## config.mk

```make
export PLATFORM = sky130hd
export DESIGN_NAME = seg_display_scanner
export DESIGN_NICKNAME = d
export VERILOG_FILES = /design/src/rtl/seg_display_scanner.sv
export SDC_FILE = /design/constraint.sdc
export NUM_CORES = 1
export LEC_CHECK = 0
export BUFFER_PORTS_ARGS = -buffer_cell sky130_fd_sc_hd__buf_2
export CORE_MARGIN = 5
export CORE_UTILIZATION = 34
export CTS_CLUSTER_DIAMETER = 60
export CTS_CLUSTER_SIZE = 12
export DETAILED_ROUTE_END_ITERATION = 8
export SLEW_MARGIN = 15
export SYNTH_ARGS = -nofsm -noshare
export SYNTH_HDL_FRONTEND = slang
export SYNTH_SLANG_ARGS = --single-unit
export TNS_END_PERCENT = 50
```

## constraint.sdc

```tcl
create_clock -name clk -period 4.8 [get_ports clk]
set_clock_uncertainty 0.1 [all_clocks]
set_input_delay 0.24 -clock clk [delete_from_list [all_inputs] [get_ports clk]]
set_output_delay 0.24 -clock clk [all_outputs]
set_load 0.1 [all_outputs]
```

## src/rtl/seg_display_scanner.sv

```systemverilog
// -----------------------------------------------------------------------------
// seg_display_scanner
//   Scans NUM_DIGITS common-anode 7-segment digits through one shared external
//   BCD decoder. Each digit slot is REFRESH_DIV cycles: BLANK_CYCLES with all
//   anodes off (anti-ghosting), then the digit is shown. New values arrive via a
//   valid/ready shadow register and are committed only at frame boundaries (or
//   while idle), so a frame never mixes old and new digits.
//
// Ports
//   clk, reset_n   clock (rising edge), asynchronous active-low reset
//   enable         1 = scan, 0 = dark and held idle
//   lz_en          1 = suppress leading zeros (digit 0 always shown)
//   load_valid/load_ready/load_data  handshake for a new packed-BCD value
//   bcd_to_dec     nibble presented to the shared decoder
//   seg_from_dec   decoder result {a..g}, active-high
//   seg_out        registered segments {a..g}, active-high
//   an_n           registered anode enables, active-low, one-hot-low
//   frame_tick     one-cycle pulse after each completed frame
// -----------------------------------------------------------------------------
module seg_display_scanner #(
  parameter int NUM_DIGITS   = 4,
  parameter int REFRESH_DIV  = 50000,
  parameter int BLANK_CYCLES = 500
) (
  input  logic                    clk,
  input  logic                    reset_n,
  input  logic                    enable,
  input  logic                    lz_en,
  input  logic                    load_valid,
  output logic                    load_ready,
  input  logic [4*NUM_DIGITS-1:0] load_data,
  output logic [3:0]              bcd_to_dec,
  input  logic [6:0]              seg_from_dec,
  output logic [6:0]              seg_out,
  output logic [NUM_DIGITS-1:0]   an_n,
  output logic                    frame_tick
);

  localparam int CNT_W = (REFRESH_DIV > 1) ? $clog2(REFRESH_DIV) : 1;
  localparam int IDX_W = (NUM_DIGITS > 1) ? $clog2(NUM_DIGITS) : 1;

  localparam logic [CNT_W-1:0] BLANK_LAST = CNT_W'(BLANK_CYCLES - 1);
  localparam logic [CNT_W-1:0] SLOT_LAST  = CNT_W'(REFRESH_DIV - 1);
  localparam logic [IDX_W-1:0] IDX_LAST   = IDX_W'(NUM_DIGITS - 1);
  localparam logic [6:0]       SEG_DASH   = 7'b0000001;

  typedef enum logic [1:0] {
    ST_IDLE  = 2'd0,
    ST_BLANK = 2'd1,
    ST_SHOW  = 2'd2
  } state_t;

  state_t                  state_r;
  logic [IDX_W-1:0]        idx_r;
  logic [CNT_W-1:0]        cnt_r;
  logic [4*NUM_DIGITS-1:0] active_r;
  logic [4*NUM_DIGITS-1:0] shadow_r;
  logic                    pending_r;
  logic [6:0]              seg_r;
  logic [NUM_DIGITS-1:0]   an_r;
  logic                    frame_tick_r;

  logic [3:0]              nib_s [NUM_DIGITS];
  logic [NUM_DIGITS-1:0]   lz_mask_s;
  logic [3:0]              bcd_s;
  logic [6:0]              show_seg_s;
  logic [NUM_DIGITS-1:0]   show_an_s;

  // Active-low one-hot anode pattern for the selected digit.
  function automatic logic [NUM_DIGITS-1:0] anode_sel(input logic [IDX_W-1:0] idx);
    logic [NUM_DIGITS-1:0] res;
    for (int i = 0; i < NUM_DIGITS; i++) begin
      res[i] = (idx != IDX_W'(i));
    end
    return res;
  endfunction

  // Split the committed value into per-digit nibbles.
  always_comb begin
    for (int i = 0; i < NUM_DIGITS; i++) begin
      nib_s[i] = active_r[4*i +: 4];
    end
  end

  // Leading-zero mask: a digit is blank when it and all higher digits are zero.
  always_comb begin
    logic zero_run;
    lz_mask_s = '0;
    zero_run  = 1'b1;
    for (int i = NUM_DIGITS - 1; i >= 0; i--) begin
      zero_run = zero_run & (nib_s[i] == 4'd0);
      if (i != 0) begin
        lz_mask_s[i] = lz_en & zero_run;
      end else begin
        lz_mask_s[i] = 1'b0;
      end
    end
  end

  // Decoder input follows the current digit throughout BLANK so it settles before SHOW.
  always_comb begin
    bcd_s = nib_s[idx_r];
  end

  // Segment/anode values to be loaded on the edge entering SHOW.
  always_comb begin
    show_seg_s = 7'd0;
    show_an_s  = '1;
    if (lz_mask_s[idx_r]) begin
      show_seg_s = 7'd0;
      show_an_s  = '1;
    end else if (bcd_s > 4'd9) begin
      show_seg_s = SEG_DASH;
      show_an_s  = anode_sel(idx_r);
    end else begin
      show_seg_s = seg_from_dec;
      show_an_s  = anode_sel(idx_r);
    end
  end

  // Scan sequencer, load handshake and registered display outputs.
  always_ff @(posedge clk or negedge reset_n) begin
    if (!reset_n) begin
      state_r      <= ST_IDLE;
      idx_r        <= '0;
      cnt_r        <= '0;
      active_r     <= '0;
      shadow_r     <= '0;
      pending_r    <= 1'b0;
      seg_r        <= 7'd0;
      an_r         <= '1;
      frame_tick_r <= 1'b0;
    end else begin
      frame_tick_r <= 1'b0;

      // Accept and commit are exclusive: commit needs pending_r=1, accept needs 0.
      if (load_valid && !pending_r) begin
        shadow_r  <= load_data;
        pending_r <= 1'b1;
      end

      if (!enable && (state_r != ST_IDLE)) begin
        // Truncated frame: go dark immediately, no frame_tick.
        state_r <= ST_IDLE;
        idx_r   <= '0;
        cnt_r   <= '0;
        seg_r   <= 7'd0;
        an_r    <= '1;
      end else begin
        case (state_r)
          ST_IDLE: begin
            seg_r <= 7'd0;
            an_r  <= '1;
            if (pending_r) begin
              active_r  <= shadow_r;
              pending_r <= 1'b0;
            end
            if (enable) begin
              state_r <= ST_BLANK;
              idx_r   <= '0;
              cnt_r   <= '0;
            end
          end
          ST_BLANK: begin
            cnt_r <= cnt_r + CNT_W'(1);
            if (cnt_r == BLANK_LAST) begin
              state_r <= ST_SHOW;
              seg_r   <= show_seg_s;
              an_r    <= show_an_s;
            end
          end
          ST_SHOW: begin
            if (cnt_r == SLOT_LAST) begin
              state_r <= ST_BLANK;
              cnt_r   <= '0;
              seg_r   <= 7'd0;
              an_r    <= '1;
              if (idx_r == IDX_LAST) begin
                idx_r        <= '0;
                frame_tick_r <= 1'b1;
                if (pending_r) begin
                  active_r  <= shadow_r;
                  pending_r <= 1'b0;
                end
              end else begin
                idx_r <= idx_r + IDX_W'(1);
              end
            end else begin
              cnt_r <= cnt_r + CNT_W'(1);
            end
          end
          default: begin
            state_r <= ST_IDLE;
            idx_r   <= '0;
            cnt_r   <= '0;
            seg_r   <= 7'd0;
            an_r    <= '1;
          end
        endcase
      end
    end
  end

  assign load_ready = ~pending_r;
  assign bcd_to_dec = bcd_s;
  assign seg_out    = seg_r;
  assign an_n       = an_r;
  assign frame_tick = frame_tick_r;

endmodule

```

Word-level counts from Yosys, hierarchy flattened
Cells that the tools add are included.

Flip-flop bits (word level): 65. Output and inout port bits: 17. Word-level logic and storage cells: 95.

$add $sub $neg: 2. $lt $le $gt $ge: 3. Eq/ne operators: 14. Muxes and demuxes: 44. Bitwise logic cells: 8. Reduce and logical (&&, ||, !) cells: 15.

Operators with widths (number): $mux W16 (6); $pmux W16 S3 (1); $mux W7 (5); $pmux W16 S2 (1); $mux W4 (6); $add A16 B1 Y16 const B (1); $eq A16 B16 Y1 const B (1); $eq A16 B9 Y1 const B (1); $mux W2 (8); $pmux W7 S2 (1); $logic_not A4 Y1 (3); $pmux W2 S3 (2); $mux W1 (10); $ne A2 B2 Y1 const B (5); $ne A3 B3 Y1 const B (3); $bmux W4 S2 (1); $pmux W4 S2 (1); $reduce_and A3 Y1 (2); $reduce_bool A2 Y1 (3); $and A1 B1 Y1 (5); $eq A2 B2 Y1 const B (2); $gt A4 B4 Y1 const B (1); $reduce_and A4 Y1 (1); $ge A3 B3 Y1 const B (1); 12 further kinds (15).

Depth between registers and ports, before layout
Word-level depth: 10. Depth in mapped cells: 7. Gate-level depth less buffers: 7.

Worst setup path before layout
Ideal clock, no wire load.

Path kind: reg2reg. Start: register cnt_r[13]. End: register active_r[10]. Arrival time: 2.283 ns. Setup slack: 2.292 ns. Stages on the path, launching flop included: 7. Period minus slack after synthesis: 2.508 ns. Cells stage by stage: dfrtp_1 or4_4 nor4_4 nand2_2 a211oi_4 buf_8 mux2_4.

Word-level cells in the longest chain between the ends: 3.

Ends and longest elaborated chain: from (decl) (line 55) `logic [CNT_W-1:0] cnt_r;`; from (signal assigned) (line 165) `cnt_r <= cnt_r + CNT_W'(1);`; from (signal assigned) (line 189) `cnt_r <= cnt_r + CNT_W'(1);`; $eq A16 B16 Y1 (line 173) `if (cnt_r == SLOT_LAST) begin`; $ne A2 B2 Y1 (no line); $reduce_and A4 Y1 (no line); to (signal assigned) (line 155) `active_r <= shadow_r;`; to (signal assigned) (line 182) `active_r <= shadow_r;`; to (decl) (line 56) `logic [4*NUM_DIGITS-1:0] active_r;`.

Every way passes these cells. A chain may end at the register's enable or synchronous reset.

Final worst setup path
Start: register cnt_r[13]. End: register active_r[0].

Same word-level chain as after synthesis.

==> summary.txt <==
Pwr
  • Final Power: approximately 2100 µW
  • P_int: around 1300 µW
  • Power per cell area: 565 mW/mm²
  • Seq pwr share: between 30 and 40%
  • Comb pwr share: around two fifths
  • Maximum VDD drop: about 0.0004 V
  • Cell leakage power: 0.00160 µW
  • Sw Ratio: a little under two fifths
  • Clock share of power: roughly 23%
  • Total net switching power: a little under 800 µW

Timing
  • Hold_ws: 0.0226 ns
  • PnR worst setup slack: around 1.8 ns
  • Period utilisation layout: just over 60%
  • Least-Margin Pin Slew: about 1.0 ns
  • Slew HR: approximately a third
  • Fin crit period: about 3.0 ns
  • Setup TNS: 0 ns
  • Final Max Slew Viols: 0
  • Highest clock rate: roughly 340 MHz
  • Setup-failing EPs final: 0
  • Final Hold Fails: 0
  • RSZ-0062 raised after global routing: false

Layout
  • Fin nets: about 350
  • Proportion of layout cells with a drive suffix above 1: between 30% and 40%
  • Most common cell after layout, fill and taps aside: dfrtp_1
  • P&R area growth vs syn: 18.7%
  • ANT cells: 0
  • Fillers: 895
  • Most frequent cells in the layout: dfrtp_1 (61), buf_2 (44), mux2_2 (23)

Yosys
  • Async set-reset flop share out of synthesis: 100%
  • Mapped cell area: about 0.0031 mm²
  • Compound-Gate Fraction of Synth Area: 13.4%
  • Mapped Nets: around 300
  • Avg Inst Size Synth: roughly 12 µm²
  • Main synth FF type: dfrtp_1
  • Synthesized-area fraction occupied by adder cells: about 3.6%
  • Mapped Cells: around 260
  • Largest family of logic cells by synthesized area: multiplexers
  • Number of flops mapped to enable cells by yosys: 0
  • Synth warn: 0
  • Sequential-to-total area share from yosys stat: between 50% and 60%
  • Yosys cell types: approximately 40
  • Post-Synth XOR/XNOR Area: 0%
  • Simple-gate area share of the yosys netlist: between 10% and 20%
  • Post-synthesis mux area share: between 15 and 20%
  • Yosys reg bits: 65

Min path
  • HP Start: seg_from_dec[2]
  • Path category of the worst min-delay check: input pin to register
  • Worst Hold End: seg_out[2]$_DFFE_PN0P_
  • Worst Hold Depth: 2

Clock network
  • Worst-skew pair later-pin latency: 0.34 ns
  • Cts bufs inserted: 9
  • CTS H-tree lvls: 3
  • CTS tree: done
  • # clock sinks: 65
  • CTS Root Cell: clkbuf_8
  • Max Root-Sink Buffers: 2
  • Clock-pin slew on the worst setup and hold paths: around 0.07 ns

Worst setup path
  • Crit start category: register
  • CP top delay family: simple AND/OR/NAND/NOR gates
  • Worst R2R Start: cnt_r[13]$_DFFE_PN0P_
  • Max incr delay on CP: ~0.87 ns
  • Crit end category: register
  • Worst reg2reg path depth: 5
  • Critical path, cell by cell: or4_4, nor4_4, nand2_2, a211oi_4, mux2_2
  • CP max stage cell: a211oi_4
  • Maximum fanout along the worst path: 17
  • Buf+Inv Stages, Crit Path: 0
  • Type of the worst setup path: register to register
  • WP data required: between 4 and 5 ns
  • Critical Path AT: just over 3 ns
  • R2R Setup Slk: 1.84 ns
  • Reg-to-reg endpoint: active_r[0]$_DFFE_PN0P_

Floorplanning
  • Die area: 0.0112 mm²
  • Initial Util: between 30% and 40%
  • Die X: roughly 110 µm
  • Boundary Pins: 45
  • Core Box Area: 0.00911 mm²
  • Die height: 106 µm
  • Cell Rows: 35

GRT
  • GR Util All Layers: between 10 and 15%
  • Initial antenna violation count: 0
  • Largest net degree at the start of global routing: 66
  • Gr ovfl total: 0
  • Vias in the first global route: roughly 2,300
  • First-pass GRT wire length: 11,600 µm

Run status
  • Status: complete, no violations

Routing
  • DR vias/cell: about 5.2
  • Iter 0 DRT Violations: 63
  • Remaining DRCs: 0
  • Post-Route WL: between 6000 and 7000 µm
  • Routed WL per cell: ~15 µm
  • TritonRoute pass-1 iters: 4
  • Via Count: roughly 2,200
  • Post-route ant nets: 0

Place
  • Post-DP HPWL: 4760 µm
  • Pre-CTS setup slack: ~1.8 ns
  • Input/output buffers: 44
  • Gpl congestion: 0.736

Run
  • Max Cap Violations: 0
==> sequential cells by signal, indices dropped and copies added, names as in the netlist <==
signal / count
state_r: 2
cnt_r: 16
seg_out: 7
an_n: 4
pending_r: 1
idx_r: 2
shadow_r: 16
active_r: 16
frame_tick: 1
==> cells by family (layout without fill, tap and decap cells) <==
logic type | count (synthesis) | in the layout
buffers and inverters | 16 | 74
muxes | 37 | 37
and+or+nand+nor | 71 | 71
adders and majority gates | 9 | 9
AOI/OAI and AO/OA | 63 | 63
DFF | 65 | 65
==> cell usage after synthesis, drive strengths merged, types with 2 or more instances <==
| cell | n | area, µm² |
|---|---|---|
| a22o | 9 | 78.8 |
| nand2b | 5 | 31.3 |
| nand3 | 6 | 30.0 |
| clkbuf | 8 | 30.0 |
| nand4b | 2 | 17.5 |
| dfrtp | 61 | 1530 |
| nor2b | 4 | 25.0 |
| dfstp | 4 | 105 |
| ha | 9 | 113 |
| o41ai | 2 | 25.0 |
| inv | 7 | 26.3 |
| mux2 | 32 | 394 |
| and3 | 4 | 25.0 |
| a21oi | 20 | 100 |
| o21ai | 12 | 60.1 |
| a31oi | 10 | 62.6 |
| o31ai | 2 | 15.0 |
| nor3 | 4 | 25.0 |
| nand4 | 5 | 31.3 |
| mux4 | 4 | 90.1 |
| nor4 | 7 | 58.8 |
| nand2 | 15 | 58.8 |
| o21a | 4 | 30.0 |
| nor2 | 14 | 52.6 |
==> power groups by stage <==
stage	clock, µW	combinational, µW	sequential (µW)
global placement	0	790	833
finish	472	806	824
CTS	488	817	828
detailed placement	0	814	837
floorplan	0	670	814
global route	511	874	850
==> how the worst max path moves through the flow <==
stage | endpoint | slack (ns) | cells past startpoint | startpoint
floorplan | active_r[10]$_DFFE_PN0P_ | 2.29 | 6 | cnt_r[13]$_DFFE_PN0P_
global placement | active_r[3]$_DFFE_PN0P_ | 1.89 | 5 | cnt_r[13]$_DFFE_PN0P_
detailed placement | active_r[1]$_DFFE_PN0P_ | 1.83 | 5 | cnt_r[13]$_DFFE_PN0P_
CTS | active_r[0]$_DFFE_PN0P_ | 1.81 | 5 | cnt_r[13]$_DFFE_PN0P_
global route | active_r[0]$_DFFE_PN0P_ | 1.69 | 5 | cnt_r[12]$_DFFE_PN0P_
finish | active_r[0]$_DFFE_PN0P_ | 1.84 | 5 | cnt_r[13]$_DFFE_PN0P_
==> metrics by stage <==
stage | cells | instance area (µm²) | utilization [%]
after detailed placement | 409 | 3470 | 38.1
after CTS | 430 | 3720 | 40.9
final | 430 | 3720 | 40.9
after global placement | 409 | 3470 | 38.1
after floorplan | 261 | 3130 | -
after global routing | 430 | 3720 | 40.9
==> cell type report <==
type | count | area (µm²) | area share [%]
Clock buffer | 10 | 138 | 3.70
Clock inverter | 6 | 66.3 | 1.78
Inverter | 7 | 26.3 | 0.706
Multi-Input combinational cell | 180 | 1440 | 38.6
Sequential cell | 65 | 1630 | 43.8
Tap cell | 111 | 139 | 3.73
Timing Repair Buffer | 51 | 285 | 7.67
==> timing repair <==
item,CTS,global route
buffers inserted,0,0
hold buffers,5,0
hold endpoints to repair,18,0
gates resized for setup,0,0
==> per-layer routing <==
| layer | vias to the layer above | routed length, µm | GRT usage (%) |
|---|---|---|---|
| met2 | 50 | 3030 | 20.3 |
| met1 | 1088 | 3080 | 16.8 |
| li1 | 1081 | - | - |
| met5 | - | 0 | 0 |
| met3 | 12 | 290 | 3.64 |
| met4 | 0 | 150 | 5.55 |
No activity file was read; power rests on OpenSTA's default activity.
